--- src/rtl/vga_pkg.sv ---
// Shared VGA overlay types, widths and default 640x480@60 timing constants.
package vga_pkg;

  localparam int COLOR_W = 4;
  localparam int COORD_W = 10;

  localparam int H_ACTIVE_DEF = 640;
  localparam int H_FP_DEF     = 16;
  localparam int H_SYNC_DEF   = 96;
  localparam int H_BP_DEF     = 48;
  localparam int V_ACTIVE_DEF = 480;
  localparam int V_FP_DEF     = 10;
  localparam int V_SYNC_DEF   = 2;
  localparam int V_BP_DEF     = 33;

  typedef logic [COORD_W-1:0] coord_t;
  typedef logic [COLOR_W-1:0] color_t;

  typedef struct packed {
    coord_t x_start;
    coord_t x_end;
    coord_t y_start;
    coord_t y_end;
    color_t color;
  } win_t;

  // Inclusive unsigned range test; an inverted range (lo > hi) never matches.
  function automatic logic in_range(coord_t val, coord_t lo, coord_t hi);
    return (val >= lo) && (val <= hi);
  endfunction

endpackage

--- src/rtl/vga_char_overlay_if.sv ---
// Video output bundle: sync, data enable, pixel color and frame marker.
interface vga_char_overlay_if;
  import vga_pkg::*;

  logic   hsync;
  logic   vsync;
  logic   de;
  color_t pix_color;
  logic   frame_start;

  modport master (output hsync, vsync, de, pix_color, frame_start);
  modport slave  (input  hsync, vsync, de, pix_color, frame_start);

endinterface

--- src/rtl/vga_timing_gen.sv ---
// Raster position counters with combinational active/sync/frame decode.
module vga_timing_gen
  import vga_pkg::*;
#(
  parameter int H_ACTIVE = H_ACTIVE_DEF,
  parameter int H_FP     = H_FP_DEF,
  parameter int H_SYNC   = H_SYNC_DEF,
  parameter int H_BP     = H_BP_DEF,
  parameter int V_ACTIVE = V_ACTIVE_DEF,
  parameter int V_FP     = V_FP_DEF,
  parameter int V_SYNC   = V_SYNC_DEF,
  parameter int V_BP     = V_BP_DEF
) (
  input  logic   clk,
  input  logic   rst_n,
  output coord_t h_cnt,
  output coord_t v_cnt,
  output logic   active,
  output logic   hsync_n,
  output logic   vsync_n,
  output logic   frame_end,
  output logic   frame_origin
);

  localparam int H_TOTAL = H_ACTIVE + H_FP + H_SYNC + H_BP;
  localparam int V_TOTAL = V_ACTIVE + V_FP + V_SYNC + V_BP;

  localparam coord_t H_LAST    = coord_t'(H_TOTAL - 1);
  localparam coord_t V_LAST    = coord_t'(V_TOTAL - 1);
  localparam coord_t H_ACT     = coord_t'(H_ACTIVE);
  localparam coord_t V_ACT     = coord_t'(V_ACTIVE);
  localparam coord_t H_SYNC_LO = coord_t'(H_ACTIVE + H_FP);
  localparam coord_t H_SYNC_HI = coord_t'(H_ACTIVE + H_FP + H_SYNC - 1);
  localparam coord_t V_SYNC_LO = coord_t'(V_ACTIVE + V_FP);
  localparam coord_t V_SYNC_HI = coord_t'(V_ACTIVE + V_FP + V_SYNC - 1);

  coord_t h_cnt_q, h_cnt_d;
  coord_t v_cnt_q, v_cnt_d;
  logic   h_last;
  logic   v_last;

  always_comb begin
    h_last  = (h_cnt_q == H_LAST);
    v_last  = (v_cnt_q == V_LAST);
    h_cnt_d = h_last ? '0 : h_cnt_q + 1'b1;
    v_cnt_d = v_cnt_q;
    if (h_last) begin
      v_cnt_d = v_last ? '0 : v_cnt_q + 1'b1;
    end
  end

  always_ff @(posedge clk) begin
    if (!rst_n) begin
      h_cnt_q <= '0;
      v_cnt_q <= '0;
    end else begin
      h_cnt_q <= h_cnt_d;
      v_cnt_q <= v_cnt_d;
    end
  end

  always_comb begin
    active       = (h_cnt_q < H_ACT) && (v_cnt_q < V_ACT);
    hsync_n      = !in_range(h_cnt_q, H_SYNC_LO, H_SYNC_HI);
    vsync_n      = !in_range(v_cnt_q, V_SYNC_LO, V_SYNC_HI);
    frame_end    = h_last && v_last;
    frame_origin = (h_cnt_q == '0) && (v_cnt_q == '0);
  end

  assign h_cnt = h_cnt_q;
  assign v_cnt = v_cnt_q;

endmodule

--- src/rtl/vga_char_overlay.sv ---
// VGA timing with a frame-synchronous rectangular color window overlay.
// Optional VGA_CHAR_BORDER_EN: window edge pixels show the inverted color.
module vga_char_overlay
  import vga_pkg::*;
#(
  parameter int H_ACTIVE = H_ACTIVE_DEF,
  parameter int H_FP     = H_FP_DEF,
  parameter int H_SYNC   = H_SYNC_DEF,
  parameter int H_BP     = H_BP_DEF,
  parameter int V_ACTIVE = V_ACTIVE_DEF,
  parameter int V_FP     = V_FP_DEF,
  parameter int V_SYNC   = V_SYNC_DEF,
  parameter int V_BP     = V_BP_DEF
) (
  input  logic   clk,
  input  logic   rst_n,
  input  coord_t char_x_start,
  input  coord_t char_x_end,
  input  coord_t char_y_start,
  input  coord_t char_y_end,
  input  color_t char_color,
  vga_char_overlay_if.master vid
);

  coord_t h_cnt;
  coord_t v_cnt;
  logic   active;
  logic   hsync_n;
  logic   vsync_n;
  logic   frame_end;
  logic   frame_origin;

  vga_timing_gen #(
    .H_ACTIVE (H_ACTIVE),
    .H_FP     (H_FP),
    .H_SYNC   (H_SYNC),
    .H_BP     (H_BP),
    .V_ACTIVE (V_ACTIVE),
    .V_FP     (V_FP),
    .V_SYNC   (V_SYNC),
    .V_BP     (V_BP)
  ) u_timing (
    .clk          (clk),
    .rst_n        (rst_n),
    .h_cnt        (h_cnt),
    .v_cnt        (v_cnt),
    .active       (active),
    .hsync_n      (hsync_n),
    .vsync_n      (vsync_n),
    .frame_end    (frame_end),
    .frame_origin (frame_origin)
  );

  // Window settings are only sampled on the last clock of a frame so a
  // frame is never drawn with a mix of old and new settings.
  win_t shd_q, shd_d;

  always_comb begin
    shd_d = shd_q;
    if (frame_end) begin
      shd_d.x_start = char_x_start;
      shd_d.x_end   = char_x_end;
      shd_d.y_start = char_y_start;
      shd_d.y_end   = char_y_end;
      shd_d.color   = char_color;
    end
  end

  logic   in_win;
  color_t win_color;
`ifdef VGA_CHAR_BORDER_EN
  logic   on_edge;
`endif

  always_comb begin
    in_win = active
          && in_range(h_cnt, shd_q.x_start, shd_q.x_end)
          && in_range(v_cnt, shd_q.y_start, shd_q.y_end);
`ifdef VGA_CHAR_BORDER_EN
    on_edge = (h_cnt == shd_q.x_start) || (h_cnt == shd_q.x_end)
           || (v_cnt == shd_q.y_start) || (v_cnt == shd_q.y_end);
    win_color = on_edge ? ~shd_q.color : shd_q.color;
`else
    win_color = shd_q.color;
`endif
  end

  logic   hsync_q, hsync_d;
  logic   vsync_q, vsync_d;
  logic   de_q, de_d;
  color_t pix_color_q, pix_color_d;
  logic   frame_start_q, frame_start_d;

  always_comb begin
    hsync_d       = hsync_n;
    vsync_d       = vsync_n;
    de_d          = active;
    pix_color_d   = in_win ? win_color : '0;
    frame_start_d = frame_origin;
  end

  always_ff @(posedge clk) begin
    if (!rst_n) begin
      shd_q         <= '0;
      hsync_q       <= 1'b1;
      vsync_q       <= 1'b1;
      de_q          <= 1'b0;
      pix_color_q   <= '0;
      frame_start_q <= 1'b0;
    end else begin
      shd_q         <= shd_d;
      hsync_q       <= hsync_d;
      vsync_q       <= vsync_d;
      de_q          <= de_d;
      pix_color_q   <= pix_color_d;
      frame_start_q <= frame_start_d;
    end
  end

  assign vid.hsync       = hsync_q;
  assign vid.vsync       = vsync_q;
  assign vid.de          = de_q;
  assign vid.pix_color   = pix_color_q;
  assign vid.frame_start = frame_start_q;

endmodule

--- src/flat_wrapper.sv ---
// flat-port wrapper written by rule: the top's interface ports become plain ports
module vga_char_overlay_flat import vga_pkg::*;
#(
  parameter int H_ACTIVE = H_ACTIVE_DEF,
  parameter int H_FP     = H_FP_DEF,
  parameter int H_SYNC   = H_SYNC_DEF,
  parameter int H_BP     = H_BP_DEF,
  parameter int V_ACTIVE = V_ACTIVE_DEF,
  parameter int V_FP     = V_FP_DEF,
  parameter int V_SYNC   = V_SYNC_DEF,
  parameter int V_BP     = V_BP_DEF
)
  (clk, rst_n, char_x_start, char_x_end, char_y_start, char_y_end, char_color, vid_hsync, vid_vsync, vid_de, vid_pix_color, vid_frame_start);
  vga_char_overlay_if vid_i ();
  input  logic clk;
  input  logic rst_n;
  input  coord_t char_x_start;
  input  coord_t char_x_end;
  input  coord_t char_y_start;
  input  coord_t char_y_end;
  input  color_t char_color;
  output wire logic [$bits(vid_i.hsync)-1:0] vid_hsync;
  output wire logic [$bits(vid_i.vsync)-1:0] vid_vsync;
  output wire logic [$bits(vid_i.de)-1:0] vid_de;
  output wire logic [$bits(vid_i.pix_color)-1:0] vid_pix_color;
  output wire logic [$bits(vid_i.frame_start)-1:0] vid_frame_start;
  assign vid_hsync = vid_i.hsync;
  assign vid_vsync = vid_i.vsync;
  assign vid_de = vid_i.de;
  assign vid_pix_color = vid_i.pix_color;
  assign vid_frame_start = vid_i.frame_start;
  vga_char_overlay #(.H_ACTIVE(H_ACTIVE), .H_FP(H_FP), .H_SYNC(H_SYNC), .H_BP(H_BP), .V_ACTIVE(V_ACTIVE), .V_FP(V_FP), .V_SYNC(V_SYNC), .V_BP(V_BP)) u_core (.clk(clk), .rst_n(rst_n), .char_x_start(char_x_start), .char_x_end(char_x_end), .char_y_start(char_y_start), .char_y_end(char_y_end), .char_color(char_color), .vid(vid_i));
endmodule
--- config.mk ---
export PLATFORM = sky130hd
export DESIGN_NAME = vga_char_overlay_flat
export DESIGN_NICKNAME = d
export VERILOG_FILES = /design/src/rtl/vga_pkg.sv /design/src/rtl/vga_char_overlay_if.sv /design/src/rtl/vga_timing_gen.sv /design/src/rtl/vga_char_overlay.sv /design/src/flat_wrapper.sv
export SDC_FILE = /design/constraint.sdc
export NUM_CORES = 1
export LEC_CHECK = 0
export BUFFER_PORTS_ARGS = -buffer_cell sky130_fd_sc_hd__buf_2
export CORE_MARGIN = 3
export CORE_UTILIZATION = 40
export DETAILED_ROUTE_END_ITERATION = 10
export GPL_ROUTABILITY_DRIVEN = 0
export PLACE_DENSITY = 0.71
export SLEW_MARGIN = 10
export SYNTH_ARGS = -nofsm -noshare
export SYNTH_HDL_FRONTEND = slang
export SYNTH_HIERARCHICAL = 1
export SYNTH_SLANG_ARGS = --single-unit
--- constraint.sdc ---
create_clock -name clk -period 2.3 [get_ports clk]
set_clock_uncertainty 0.1 [all_clocks]
set_input_delay 0.115 -clock clk [delete_from_list [all_inputs] [get_ports clk]]
set_output_delay 0.115 -clock clk [all_outputs]
set_load 0.01 [all_outputs]
; ---- Yosys cells after proc, flatten, opt, wreduce, memory -nomap -nowiden
; Cells that the tools add are included.
[word_totals]
reg_bits = 72
wordCells = 43
input_bits = 46
output_inout_bits = 8
[op_classes]
n_bitwise = 1
muxes = 1
n_eq_ne = 2
n_addsub = 2
n_reduce_logical = 15
magnitude_cmp = 10
[ops]
columns = operator, count
row1 = $add A10 B1 Y10 const B, 2
row2 = $eq A10 B10 Y1 const B, 2
row3 = $ge A10 B10 Y1, 2
row4 = $le A10 B10 Y1, 2
row5 = $logic_not A10 Y1, 2
row6 = $ge A10 B10 Y1 const B, 1
row7 = $ge A10 B9 Y1 const B, 1
row8 = $le A10 B10 Y1 const B, 1
row9 = $le A10 B9 Y1 const B, 1
row10 = $lt A10 B10 Y1 const B, 1
row11 = $lt A10 B9 Y1 const B, 1
row12 = $mux W10, 1
row13 = $logic_and A1 B1 Y1, 9
row14 = $logic_not A1 Y1, 2
row15 = $reduce_and A2 Y1, 1
row16 = $reduce_or A2 Y1, 1
row17 = $not A1 Y1, 1

; ---- Depth between registers and ports, before layout
; Gate-level depths: netlist (run 1).
[logic_depth]
depth_word = 5
ltp_mapped = 9
depth_no_buf = 9

; ---- Hierarchy
; Netlist (run 1), hierarchy kept.
[by_module_without_submodules]
columns = module, seq_area_each_um2, instances, cells_per_inst, area_per_inst_um2
row1 = vga_char_overlay, 1041.0, 1, 300, 2867.8
row2 = vga_timing_gen, 400.4, 1, 133, 1074.8

; ---- Worst setup path before layout (run 1)
; Ideal clock, no wire load.
[synth_path]
path_kind = register to register
start = reg u_core.u_timing.h_cnt_q[1] (netlist: u_core/u_timing/h_cnt[1])
end = reg u_core/shd_q[10] (netlist bit)
setup_ps = 116
n_path_buf = 3
required_time_ps = 2084
path_stages_with_launch = 10
path_slack_ps = -56
t_arrival_ps = 2140
synth_period_minus_slack_ps = 2356
path_cell_list = dfxtp_1 -> ha_1 -> nand4_1 -> or3_1 -> buf_2 -> nor2_1 -> buf_2 -> buf_2 -> mux2i_1 -> nor2b_1
[synth_between]
elab_chain_cells = 2
[synth_rtl]
columns = element, line_no
row1 = "start, declared", vga_timing_gen.sv:37  ; coord_t h_cnt_q, h_cnt_d;
row2 = "start signal, assigned", vga_timing_gen.sv:57  ; h_cnt_q <= h_cnt_d;
row3 = $eq A10 B10 Y1, vga_timing_gen.sv:43  ; h_last = (h_cnt_q == H_LAST);
row4 = $logic_and A1 B1 Y1, vga_timing_gen.sv:66  ; frame_end = h_last && v_last;
row5 = via u_core.frame_end, vga_char_overlay.sv:30  ; logic frame_end;
row6 = "end signal, assigned", vga_char_overlay.sv:104  ; shd_q <= '0;
row7 = "end signal, assigned", vga_char_overlay.sv:111  ; shd_q <= shd_d;
row8 = "end, declared", vga_char_overlay.sv:56  ; win_t shd_q, shd_d;
; The timed path passes the listed nets, and every way through them passes these cells.
; A chain may end at the register's enable or synchronous reset.

; ---- Worst setup path after layout (run 1)
[layout_path]
start = reg u_core.u_timing.h_cnt_q[0] (netlist: u_core/u_timing/h_cnt[0])
end = reg u_core/shd_q[42] (netlist bit)
; The elaborated chain is that of the path after synthesis.

==> summary.txt, run 1 <==
CLOCKING
-----------------------------------------------------------------------------------------
Clock insertion delay at the later pin of the skew report                         0.34 ns
Clock buffer count from CTS                                                             9
Clock-pin slew of the registers on the worst-case setup and hold paths            0.07 ns
# H-tree levels                                                                         3
Clock Root Buffer                                                                clkbuf_8
Bufs on Longest Clock Path                                                              2
Clock tree from TritonCTS                                                             yes
Number of clock sinks seen by CTS                                                      72

DIE
-----------------------------------------------------------------------------------------
Top Ports                                                                              54
Die Y                                                                              105 um
FP Rows                                                                                35
Starting utilization of the core area                                               41.9%
Area of the core                                                                 9420 um2
Die footprint                                                                  11,100 um2
Die W                                                                              105 um

SYNTHESIS
-----------------------------------------------------------------------------------------
Synthesized area divided by synthesized cell count                               9.11 um2
Synth Warn #                                                                            6
Count of flip-flops with a built-in enable after synthesis                              0
Number of register bits inferred by synthesis                                          72
Proportion of register bits with asynchronous set or reset after synthesis             0%
Number of cells produced by synthesis                                                 433
Combined area of all synthesized cells                                           3940 um2
Synth unique cells                                                                     40
Register area share after synthesis                                                 36.6%
Synthesized netlist net count                                                         523
Ys flop type                                                                      dfxtp_1

STA
-----------------------------------------------------------------------------------------
Max Slew Vio Count                                                                      0
Hold Slack                                                                      0.0298 ns
Peak Freq                                                                         473 MHz
Worst-case headroom to the max-slew limit                                           68.5%
Share of the clock period used by the worst path after layout                       91.9%
Crit path time final                                                              2.11 ns
# setup viols final                                                                     0
Number of hold violations in the final report                                           0
Least-Margin Pin Slew                                                            0.473 ns
Setup repair after global routing missed its margin                                    no
Setup TNS                                                                            0 ns

SETUP PATH
-----------------------------------------------------------------------------------------
FF-to-FF End                                                                 u_core/shd_q[42]$_SDFFE_PN0P_
Worst setup path startpoint                                                  u_core/u_timing/h_cnt[0]$_SDFF_PP0_
Worst path arrival time                                                           2.25 ns
Crit Path Category                                                           flip-flop to flip-flop
Req. time, crit path                                                              2.43 ns
Critical Path Sink                                                           u_core/shd_q[42]$_SDFFE_PN0P_
Reg-to-reg startpoint                                                        u_core/u_timing/h_cnt[0]$_SDFF_PP0_
Crit path capture type                                                          flip-flop
Cells on worst reg2reg path                                                             7
CP max FO                                                                              17
R2R setup slack                                                                   0.19 ns
CP startpoint kind                                                              flip-flop

FINISH
-----------------------------------------------------------------------------------------
Number of nets in the final layout                                                    631
Number of antenna cells inserted                                                        0
Filler Cells Inserted                                                                 850
Area growth from synthesis to layout                                                30.4%
Share of layout cells above drive strength 1                                        17.0%

DRT
-----------------------------------------------------------------------------------------
Average routed wire per standard cell                                             13.2 um
Via count                                                                           3,346
First-pass DRT Iterations                                                               5
Post-detailed-route DRC marker count                                                    0
Total routed wirelength                                                           8.94 mm
Vias per cell                                                                        4.96
Antenna-violating nets left                                                             0
Number of DRC markers in iteration 0                                                  176

POWER AND IR DROP
-----------------------------------------------------------------------------------------
Highest ir drop seen on vdd                                                      0.338 mV
Leakage power total                                                               2.01 nW
Power density cells                                                            520 nW/um2

GRT
-----------------------------------------------------------------------------------------
Number of global-route vias before repair                                           3,391
Largest net degree at the start of global routing                                      58
Total track usage                                                                   16.8%
Global-route wire length before repair                                            15.5 mm
Total gr overflow                                                                       0
Antenna violations before repair                                                        0

WORST HOLD PATH
-----------------------------------------------------------------------------------------
Tightest Hold Check Type                                                     primary input to flip-flop

PLACED DESIGN
-----------------------------------------------------------------------------------------
Post-DP HPWL                                                                      6.24 mm
Count of buffers inserted at the top-level ports                                       53

STATUS
-----------------------------------------------------------------------------------------
Result of the run                                                            finished, final reports clean

FLOW RUN
-----------------------------------------------------------------------------------------
# Max-Cap Violations                                                                    0

## area by class of cell
cell class	instances	area (um2)	share of cell area [%]
Sequential cell	72	1440	28.1
Tap cell	129	161	3.14
Multi-Input combinational cell	299	2260	44.0
Clock inverter	5	104	2.02
Clock buffer	11	141	2.75
Inverter	47	176	3.43
Timing Repair Buffer	112	852	16.6
## registers in the layout (all words and copies together) (netlist names)
register / cells
u_core/u_timing/v_cnt: 10
u_core/vid.hsync: 1
u_core/vid.frame_start: 1
u_core/vid.pix_color: 4
u_core/shd_q: 40
u_core/vid.vsync: 1
u_core/u_timing/h_cnt: 10
u_core/win_color: 4
u_core/vid.de: 1
## power by group
part | total [mW] | internal, mW | switching [mW]
Combinational | 0.198 | 0.121 | 0.0762
Clock | 1.22 | 0.751 | 0.466
Sequential | 1.26 | 1.25 | 0.00457
Total | 2.67 | 2.13 | 0.547
## how the worst min path moves through the flow
stage                        from                               end  slack [ns]  depth (start not counted)
CTS                         rst_n          u_core/vid.de$_SDFF_PN0_        0.02                          2
global route                rst_n          u_core/vid.de$_SDFF_PN0_        0.05                          2
finish                      rst_n          u_core/vid.de$_SDFF_PN0_        0.03                          2
detailed placement  char_x_end[3]     u_core/shd_q[27]$_SDFFE_PN0P_        0.28                          3
floorplan           char_color[0]  u_core/win_color[0]$_SDFFE_PN0P_        0.18                          2
global placement    char_y_end[1]      u_core/shd_q[5]$_SDFFE_PN0P_        0.27                          3
## synthesized netlist by cell type, types with 2 or more instances
master | instances | area share (%)
a21o_1 | 5 | 0.95
a21oi_1 | 19 | 2.4
and2_1 | 4 | 0.63
and3_1 | 5 | 0.79
buf_2 | 6 | 0.76
clkbuf_1 | 8 | 0.76
dfxtp_1 | 72 | 37
ha_1 | 44 | 14
inv_1 | 47 | 4.5
mux2i_1 | 44 | 11
nand2_1 | 18 | 1.7
nand2b_1 | 4 | 0.63
nand3_1 | 17 | 2.2
nand4_1 | 12 | 1.9
nor2_1 | 22 | 2.1
nor2b_1 | 47 | 7.5
nor3_1 | 4 | 0.51
nor4_1 | 6 | 0.95
o21ai_0 | 8 | 1.0
o21ai_1 | 6 | 0.76
or3_1 | 5 | 0.79
or4_4 | 2 | 0.57
xnor2_1 | 8 | 1.8
xor2_1 | 4 | 0.89
## timing repair
action / in CTS / in global routing
setup endpoints to repair: 0 / 30
resized for setup: 0 / 3
setup buffers: 0 / 0
hold buffers: 44 / 0
endpoints found under the hold margin: 44 / 0
## stage by stage
| step | cell area, um2 | utilization, % | setup WS [ns] | total power, mW | cells |
|---|---|---|---|---|---|
| 2_1_floorplan | 3940 | - | -0.0560 | 1.36 | 433 |
| 3_3_place_gp | 4420 | 47.0 | 0.177 | 1.42 | 614 |
| 3_5_place_dp | 4420 | 47.0 | 0.115 | 1.43 | 614 |
| 4_1_cts | 5110 | 54.3 | 0.0825 | 2.70 | 674 |
| 6_report | 5140 | 54.6 | 0.186 | 2.67 | 675 |
| 5_1_grt | 5140 | 54.6 | 0.0577 | 2.78 | 675 |
## cell usage in the layout, fill, tap and decap left out, types with 2 or more instances in the layout
cell | netlist | final
or4_4 | 2 | 2
nor4_1 | 6 | 6
a21oi_1 | 19 | 19
or3_1 | 5 | 5
o21ai_1 | 6 | 6
xor2_1 | 4 | 4
and3_1 | 5 | 5
a21o_1 | 5 | 5
nand2b_1 | 4 | 4
clkbuf_8 | 0 | 10
nand3_1 | 17 | 17
nor2b_1 | 47 | 47
and2_1 | 4 | 4
o21ai_0 | 8 | 8
nor3_1 | 4 | 4
dfxtp_1 | 72 | 71
buf_4 | 0 | 12
inv_1 | 47 | 47
xnor2_1 | 8 | 8
nor2_1 | 22 | 21
bufinv_16 | 0 | 3
buf_2 | 6 | 53
ha_1 | 44 | 43
mux2i_1 | 44 | 44
nand2_1 | 18 | 18
nand4_1 | 12 | 12
dlygate4sd3_1 | 0 | 44
## cell families after synthesis
logic type	Yosys count	share of synthesized area, %
AOI/OAI and AO/OA	47	7.81
xor gates and xnor gates	12	2.67
adders and majority gates	44	14.0
buffers and inverters	62	6.28
DFF	72	36.6
muxes	44	11.2
and+or+nand+nor	152	21.5
## routing by layer
layer | GRT usage (%) | wire length (um) | vias up
li1 | - | - | 1698
met1 | 21.9 | 4280 | 1548
met2 | 28.1 | 4160 | 95
met3 | 4.53 | 465 | 5
met4 | 3.37 | 34 | 0
met5 | 0 | 0 | -
## worst max-delay path: stages (launching register included)
cell	delay, ns
dfxtp_2	0.38
ha_2	0.22
nand4_1	0.12
or3_1	0.45
nor2_4	0.21
clkbuf_16	0.25
mux2i_1	0.21
nor2b_1	0.06
No activity file was read; power rests on OpenSTA's default activity.
==> run 2, diff against run 1 <==
--- a/config.mk
+++ b/config.mk
@@ -10,7 +10,8 @@
 export CORE_UTILIZATION = 40
 export DETAILED_ROUTE_END_ITERATION = 10
 export GPL_ROUTABILITY_DRIVEN = 0
-export PLACE_DENSITY = 0.71
+export HOLD_SLACK_MARGIN = 0.05
+export PLACE_DENSITY = 0.69
 export SLEW_MARGIN = 10
 export SYNTH_ARGS = -nofsm -noshare
 export SYNTH_HDL_FRONTEND = slang
==> constraint.sdc (replaced) <==
create_clock -name clk -period 1.95 [get_ports clk]
set_clock_uncertainty 0.1 [all_clocks]
set_input_delay 0.0975 -clock clk [delete_from_list [all_inputs] [get_ports clk]]
set_output_delay 0.0975 -clock clk [all_outputs]
set_load 0.01 [all_outputs]
==> run 2 against run 1 <==
The flow now finishes with violations (negative setup slack). Non-clock buffer count grew 24. Sequential share of layout area shrank 1.5 points. Global-route usage grew 0.23 points. Clock power grew 4%. Final cell count grew 3.6%. Hold slack gained 0.32 ns. Cell area grew 6.0%.
==> summary.txt, run 2 (same netlist as run 1, synthesis figures left out) <==
SETUP PATH
-------------------------------------------------------------------------------------
Worst path arrival time                                                       2.18 ns
Crit Path Category                                                       flip-flop to flip-flop
Crit path capture type                                                      flip-flop
Cells on worst reg2reg path                                                         7
Cell breakdown of the critical path                                      or3_4 -> or3_4 -> nor2_4 -> buf_12 -> buf_12 -> mux2i_1 -> nor2b_1
Gate family responsible for the most delay along the worst path          simple AND/OR/NAND/NOR gates
Req. time, crit path                                                          2.09 ns
Max stage delay on crit path                                                  0.41 ns
CP startpoint kind                                                          flip-flop
Critical path's slowest cell                                                    or3_4
R2R setup slack                                                              -0.09 ns
FF-to-FF End                                                             u_core/shd_q[23]$_SDFFE_PN0P_
Reg-to-reg startpoint                                                    u_core/u_timing/h_cnt[5]$_SDFF_PP0_
Critical path buffer and inverter count                                             2
CP max FO                                                                           7

GRT
-------------------------------------------------------------------------------------
Total track usage                                                               17.1%
Number of global-route vias before repair                                       3,404
Antenna violations before repair                                                    0
Largest net degree at the start of global routing                                  58
Total gr overflow                                                                   0
Global-route wire length before repair                                        15.6 mm

CLOCKING
-------------------------------------------------------------------------------------
Clock tree from TritonCTS                                                         yes
Clock-pin slew of the registers on the worst-case setup and hold paths        0.08 ns
Clock Root Buffer                                                            clkbuf_8
Bufs on Longest Clock Path                                                          2
Number of clock sinks seen by CTS                                                  72
Clock buffer count from CTS                                                         9
# H-tree levels                                                                     3
Clock insertion delay at the later pin of the skew report                     0.36 ns

WORST HOLD PATH
-------------------------------------------------------------------------------------
Tightest Hold Check Type                                                 flip-flop to flip-flop
Hold path start                                                          u_core/win_color[1]$_SDFFE_PN0P_
Endpoint of the worst hold path                                          u_core/vid.pix_color[1]$_SDFF_PN0_
Worst Hold Path Cells                                                               2

FINISH
-------------------------------------------------------------------------------------
Top library cells by usage in the layout, fill and taps aside            dfxtp_1 (65), buf_2 (53), nor2b_1 (47)
Most common cell after layout, fill and taps aside                            dfxtp_1
Number of antenna cells inserted                                                    0
Flip-flop count of the largest register after layout                               40
Area growth from synthesis to layout                                            38.3%
Filler Cells Inserted                                                             786
Number of nets in the final layout                                                655
Most flop-heavy register                                                 u_core/shd_q
Count of non-filler cells in the finished layout                                  699
Footprint of the multi-input gates                                           2340 um2
Share of layout cells above drive strength 1                                    24.2%
Area taken by flip-flops and latches                                         1450 um2
Finished Cell Area                                                           5450 um2

STATUS
-------------------------------------------------------------------------------------
Result of the run                                                        finished with violations
Violations in the final reports                                          negative setup slack

DIE
-------------------------------------------------------------------------------------
Die Y                                                                          105 um
Die W                                                                          105 um
FP Rows                                                                            35
Area of the core                                                             9420 um2
Starting utilization of the core area                                           41.9%
Top Ports                                                                          54
Die footprint                                                              11,100 um2

POWER AND IR DROP
-------------------------------------------------------------------------------------
Leakage power total                                                           2.16 nW
Fraction of power consumed by combinational cells                                9.0%
Internal power summed over all cells                                          2.32 mW
Clock network power share                                                       41.9%
Net Sw Power                                                                 0.711 mW
Fraction of power consumed by sequential logic                                  49.0%
Highest ir drop seen on vdd                                                  0.408 mV
Power density cells                                                        556 nW/um2
Total power consumption of the routed design                                  3.03 mW
Fraction of power spent switching nets                                          23.5%

STA
-------------------------------------------------------------------------------------
Least-Margin Pin Slew                                                        0.452 ns
# setup viols final                                                                47
Crit path time final                                                          2.04 ns
Share of the clock period used by the worst path after layout                    104%
Peak Freq                                                                     491 MHz
Setup TNS                                                                    -2.50 ns
Number of hold violations in the final report                                       0
Hold Slack                                                                   0.351 ns
Max Slew Vio Count                                                                  0
Setup ws final                                                             -0.0876 ns
Setup repair after global routing missed its margin                               yes
Worst-case headroom to the max-slew limit                                       69.9%

DRT
-------------------------------------------------------------------------------------
Number of DRC markers in iteration 0                                              138
Vias per cell                                                                    4.85
Average routed wire per standard cell                                         14.0 um
Via count                                                                       3,389
Total routed wirelength                                                       9.76 mm
Post-detailed-route DRC marker count                                                0
Antenna-violating nets left                                                         0
First-pass DRT Iterations                                                           4

PLACED DESIGN
-------------------------------------------------------------------------------------
Cell Area, Placed                                                            4570 um2
Post-DP HPWL                                                                  6.59 mm
Count of buffers inserted at the top-level ports                                   53
Placed cells                                                                      630

FLOW RUN
-------------------------------------------------------------------------------------
# Max-Cap Violations                                                                0

run 2: metrics by stage:
| step | utilization (%) | setup WS (ns) |
|---|---|---|
| 2_1_floorplan | - | -0.148 |
| 3_3_place_gp | 48.6 | -0.00274 |
| 3_5_place_dp | 48.6 | -0.0668 |
| 4_1_cts | 55.8 | -0.0566 |
| 5_1_grt | 57.9 | -0.159 |
| 6_report | 57.9 | -0.0876 |
run 2: area by class of cell:
class / count / area share [%]
multi-input cells: 299 / 43.0
flip-flops and latches: 72 / 26.6
clock buffers: 11 / 2.78
clock inverters: 5 / 1.12
repair buffers: 136 / 20.3
inverters: 47 / 3.24
well taps: 129 / 2.96
run 2: tightest hold or removal path, delay by kind of cell (launching register included):
family        cells  cell delay [ns]
simple gates      2             0.09
flops             1             0.32
run 2: repair_timing:
action	CTS	global route
pin swaps	3	13
endpoints found under the setup margin	46	57
gates resized for setup	4	19
endpoints found under the hold margin	45	0
setup buffers	1	3
hold buffers	45	0
gates cloned	0	4
run 2: metal layers:
layer,vias to the layer above,GRT usage (%),wire length [um]
met4,0,5.72,112
li1,1741,-,-
met5,-,0,0
met1,1582,22.5,4530
met3,13,3.25,316
met2,53,28.1,4800
run 2: worst max path at each step:
stage / startpoint / depth (start not counted) / endpoint / slack [ns]
after floorplan: u_core/u_timing/h_cnt[5]$_SDFF_PP0_ / 9 / u_core/shd_q[10]$_SDFFE_PN0P_ / -0.15
after global placement: u_core/u_timing/h_cnt[3]$_SDFF_PP0_ / 5 / u_core/u_timing/v_cnt[9]$_SDFFE_PN0P_ / -0.003
after detailed placement: u_core/u_timing/h_cnt[3]$_SDFF_PP0_ / 5 / u_core/u_timing/v_cnt[7]$_SDFFE_PN0P_ / -0.07
after CTS: u_core/u_timing/h_cnt[7]$_SDFF_PP0_ / 6 / u_core/shd_q[23]$_SDFFE_PN0P_ / -0.06
after global routing: u_core/u_timing/h_cnt[0]$_SDFF_PP0_ / 8 / u_core/shd_q[13]$_SDFFE_PN0P_ / -0.16
final: u_core/u_timing/h_cnt[5]$_SDFF_PP0_ / 7 / u_core/shd_q[23]$_SDFFE_PN0P_ / -0.09
run 2: power groups by stage:
stage | clock network, mW | logic, mW | registers [mW]
detailed placement | 0 | 0.177 | 1.52
global placement | 0 | 0.173 | 1.52
global route | 1.36 | 0.298 | 1.49
floorplan | 0 | 0.0800 | 1.52
CTS | 1.30 | 0.247 | 1.49
finish | 1.27 | 0.273 | 1.49
==> run 3, diff against run 2 <==
--- a/config.mk
+++ b/config.mk
@@ -5,6 +5,7 @@
 export SDC_FILE = /design/constraint.sdc
 export NUM_CORES = 1
 export LEC_CHECK = 0
+export ABC_AREA = 1
 export BUFFER_PORTS_ARGS = -buffer_cell sky130_fd_sc_hd__buf_2
 export CORE_MARGIN = 3
 export CORE_UTILIZATION = 40
@@ -12,6 +13,7 @@
 export GPL_ROUTABILITY_DRIVEN = 0
 export HOLD_SLACK_MARGIN = 0.05
 export PLACE_DENSITY = 0.69
+export REMOVE_ABC_BUFFERS = 1
 export SLEW_MARGIN = 10
 export SYNTH_ARGS = -nofsm -noshare
 export SYNTH_HDL_FRONTEND = slang
==> run 3 against run 2 <==
The run now ends clean. Final cell count up 12%. Synthesized cell count grew 25%. Clock-buffer cell count rose by 2. Worst setup slack improved by 0.22 ns. Area after synthesis down 0.13%.
==> summary.txt, run 3 <==
SYNTHESIS
-----------------------------------------------------------------------------------------
Register area share after synthesis                                                 36.6%
Library cell with the largest summed area after synthesis                         dfxtp_1
Proportion of register bits with asynchronous set or reset after synthesis             0%
Post-synth top area share                                                           36.6%
Synth cell count leaders                                                     inv_1 (93), nand2_1 (88), dfxtp_1 (72), a21oi_1 (56), nor2_1 (56)
Number of register bits inferred by synthesis                                          72
Synth Warn #                                                                            6
Ranking of synthesized cells by area                                         dfxtp_1 (37%), ha_1 (14%), inv_1 (8.9%)
Cell with the most instances after synthesis                                        inv_1
Synth unique cells                                                                     32
Ys flop type                                                                      dfxtp_1
Synthesized area divided by synthesized cell count                               7.25 um2
Count of flip-flops with a built-in enable after synthesis                              0
Combined area of all synthesized cells                                           3940 um2
Number of cells produced by synthesis                                                 543

POWER AND IR DROP
-----------------------------------------------------------------------------------------
Power density cells                                                            578 nW/um2
Total power consumption of the routed design                                      2.92 mW
Highest ir drop seen on vdd                                                      0.381 mV
Leakage power total                                                               2.36 nW

PLACED DESIGN
-----------------------------------------------------------------------------------------
Worst Setup Slack post-DPL                                                      0.0576 ns
Placed cells                                                                          723
Post-DP HPWL                                                                      6.34 mm
Count of buffers inserted at the top-level ports                                       53

SETUP PATH
-----------------------------------------------------------------------------------------
Worst path arrival time                                                           1.94 ns
Crit path capture type                                                          flip-flop
Req. time, crit path                                                              2.06 ns
CP max FO                                                                              60
Worst setup path startpoint                                                  u_core/u_timing/h_cnt[0]$_SDFF_PP0_
CP startpoint kind                                                              flip-flop
Crit Path Category                                                           flip-flop to flip-flop
Reg-to-reg startpoint                                                        u_core/u_timing/h_cnt[0]$_SDFF_PP0_
Cells on worst reg2reg path                                                             9
R2R setup slack                                                                   0.13 ns
FF-to-FF End                                                                 u_core/shd_q[22]$_SDFFE_PN0P_

DRT
-----------------------------------------------------------------------------------------
Number of DRC markers in iteration 0                                                  124
Post-detailed-route DRC marker count                                                    0
Total routed wirelength                                                           8.89 mm
Average routed wire per standard cell                                             11.3 um
First-pass DRT Iterations                                                               5
Antenna-violating nets left                                                             0
Via count                                                                           3,683
Vias per cell                                                                        4.70

STA
-----------------------------------------------------------------------------------------
Worst-case headroom to the max-slew limit                                           73.7%
Peak Freq                                                                         549 MHz
Crit path time final                                                              1.82 ns
Setup ws final                                                                   0.128 ns
Share of the clock period used by the worst path after layout                       93.5%
# setup viols final                                                                     0
Number of hold violations in the final report                                           0
Setup TNS                                                                            0 ns
Max Slew Vio Count                                                                      0
Hold Slack                                                                       0.339 ns
Least-Margin Pin Slew                                                            0.391 ns

DIE
-----------------------------------------------------------------------------------------
FP Rows                                                                                35
Top Ports                                                                              54
Area of the core                                                                 9420 um2
Die Y                                                                              105 um
Die footprint                                                                  11,100 um2
Starting utilization of the core area                                               41.8%
Die W                                                                              105 um

WORST HOLD PATH
-----------------------------------------------------------------------------------------
Endpoint of the worst hold path                                              u_core/vid.pix_color[1]$_SDFF_PN0_
Tightest Hold Check Type                                                     flip-flop to flip-flop
Hold path start                                                              u_core/win_color[1]$_SDFFE_PN0P_
Worst Hold Path Cells                                                                   2

GRT
-----------------------------------------------------------------------------------------
Largest net degree at the start of global routing                                      61
Antenna violations before repair                                                        0
Total gr overflow                                                                       0
Global-route wire length before repair                                            15.2 mm
Total track usage                                                                   16.5%
Number of global-route vias before repair                                           3,678

FINISH
-----------------------------------------------------------------------------------------
Number of nets in the final layout                                                    740
Area growth from synthesis to layout                                                28.3%
Count of non-filler cells in the finished layout                                      784
Number of antenna cells inserted                                                        0
Filler Cells Inserted                                                                 892
Share of layout cells above drive strength 1                                        16.3%
Most flop-heavy register                                                     u_core/shd_q
Top library cells by usage in the layout, fill and taps aside                inv_1 (93), nand2_1 (88), dfxtp_1 (72)
Flip-flop count of the largest register after layout                                   40
Most common cell after layout, fill and taps aside                                  inv_1

CLOCKING
-----------------------------------------------------------------------------------------
Number of clock sinks seen by CTS                                                      72
# H-tree levels                                                                         3
Clock-pin slew of the registers on the worst-case setup and hold paths            0.07 ns
Clock Root Buffer                                                                clkbuf_8
Clock tree from TritonCTS                                                             yes
Clock buffer count from CTS                                                             9
Clock insertion delay at the later pin of the skew report                         0.34 ns
Post-CTS setup buffer count                                                             0
Bufs on Longest Clock Path                                                              2

STATUS
-----------------------------------------------------------------------------------------
Result of the run                                                            finished, final reports clean

FLOW RUN
-----------------------------------------------------------------------------------------
# Max-Cap Violations                                                                    0

## run 3: changes by cell type after synthesis, moves of 6 or more
cell / before / now
nand2_1: 18 / 88
nor2b_1: 47 / 0
inv_1: 47 / 93
mux2i_1: 44 / 0
a21oi_1: 19 / 56
nor2_1: 22 / 56
o21ai_0: 8 / 41
nand3_1: 17 / 26
xnor2_1: 8 / 0
nand4_1: 12 / 5
nor2_2: 0 / 6
## run 3: how the worst max path moves through the flow
stage	slack, ns	end
floorplan	-0.15	u_core/shd_q[10]$_SDFFE_PN0P_
global placement	0.13	u_core/shd_q[26]$_SDFFE_PN0P_
detailed placement	0.06	u_core/shd_q[26]$_SDFFE_PN0P_
CTS	0.05	u_core/shd_q[26]$_SDFFE_PN0P_
global route	-0.02	u_core/shd_q[33]$_SDFFE_PN0P_
finish	0.13	u_core/shd_q[22]$_SDFFE_PN0P_
## run 3: layout make-up
class / count / area, um2 / area share (%)
clock inverters: 3 / 40.0 / 0.792
repair buffers: 111 / 826 / 16.3
well taps: 129 / 161 / 3.19
inverters: 94 / 353 / 6.98
flip-flops and latches: 72 / 1440 / 28.5
clock buffers: 13 / 159 / 3.14
multi-input cells: 362 / 2070 / 41.0
## run 3: stage by stage
step	util (%)	area [um2]
3_3_place_gp	46.7	4400
2_1_floorplan	-	3860
4_1_cts	53.6	5050
5_1_grt	53.7	5050
3_5_place_dp	46.7	4400
6_report	53.7	5050
## run 3: cells by family after synthesis
group	synth area share, %
compound gates	15.1
fa+ha+maj	14.0
buf+inv	10.9
xor+xnor	0.445
simple gates	22.9
flops	36.6
## run 3: where the power goes
part / total (mW) / switching [mW] / leakage [nW] / internal (mW)
sequential: 1.48 / 0.00373 / 0.581 / 1.48
combinational: 0.253 / 0.110 / 1.67 / 0.143
clock: 1.19 / 0.530 / 0.103 / 0.658
total: 2.92 / 0.644 / 2.36 / 2.28
## run 3: worst max-delay path: stages, from the launching register on
cell     delay (ns)
dfxtp_1        0.34
ha_1           0.18
nand2_2        0.10
nor2_4         0.17
nand3_2        0.14
nor2_2         0.15
inv_2          0.07
buf_12         0.17
o21ai_1        0.18
a21oi_1        0.08
## run 3: metal layers
layer / routed length (um) / GRT usage [%] / vias to the layer above
met1: 3950 / 18.1 / 1639
li1: - / - / 1960
met3: 288 / 4.35 / 18
met4: 161 / 5.72 / 0
met5: 0 / 0 / -
met2: 4490 / 30.4 / 66
## run 3: repair_timing
action,CTS,global route
endpoints found under the setup margin,0,42
hold endpoints to repair,46,0
resized for setup,0,7
hold buffers,45,0
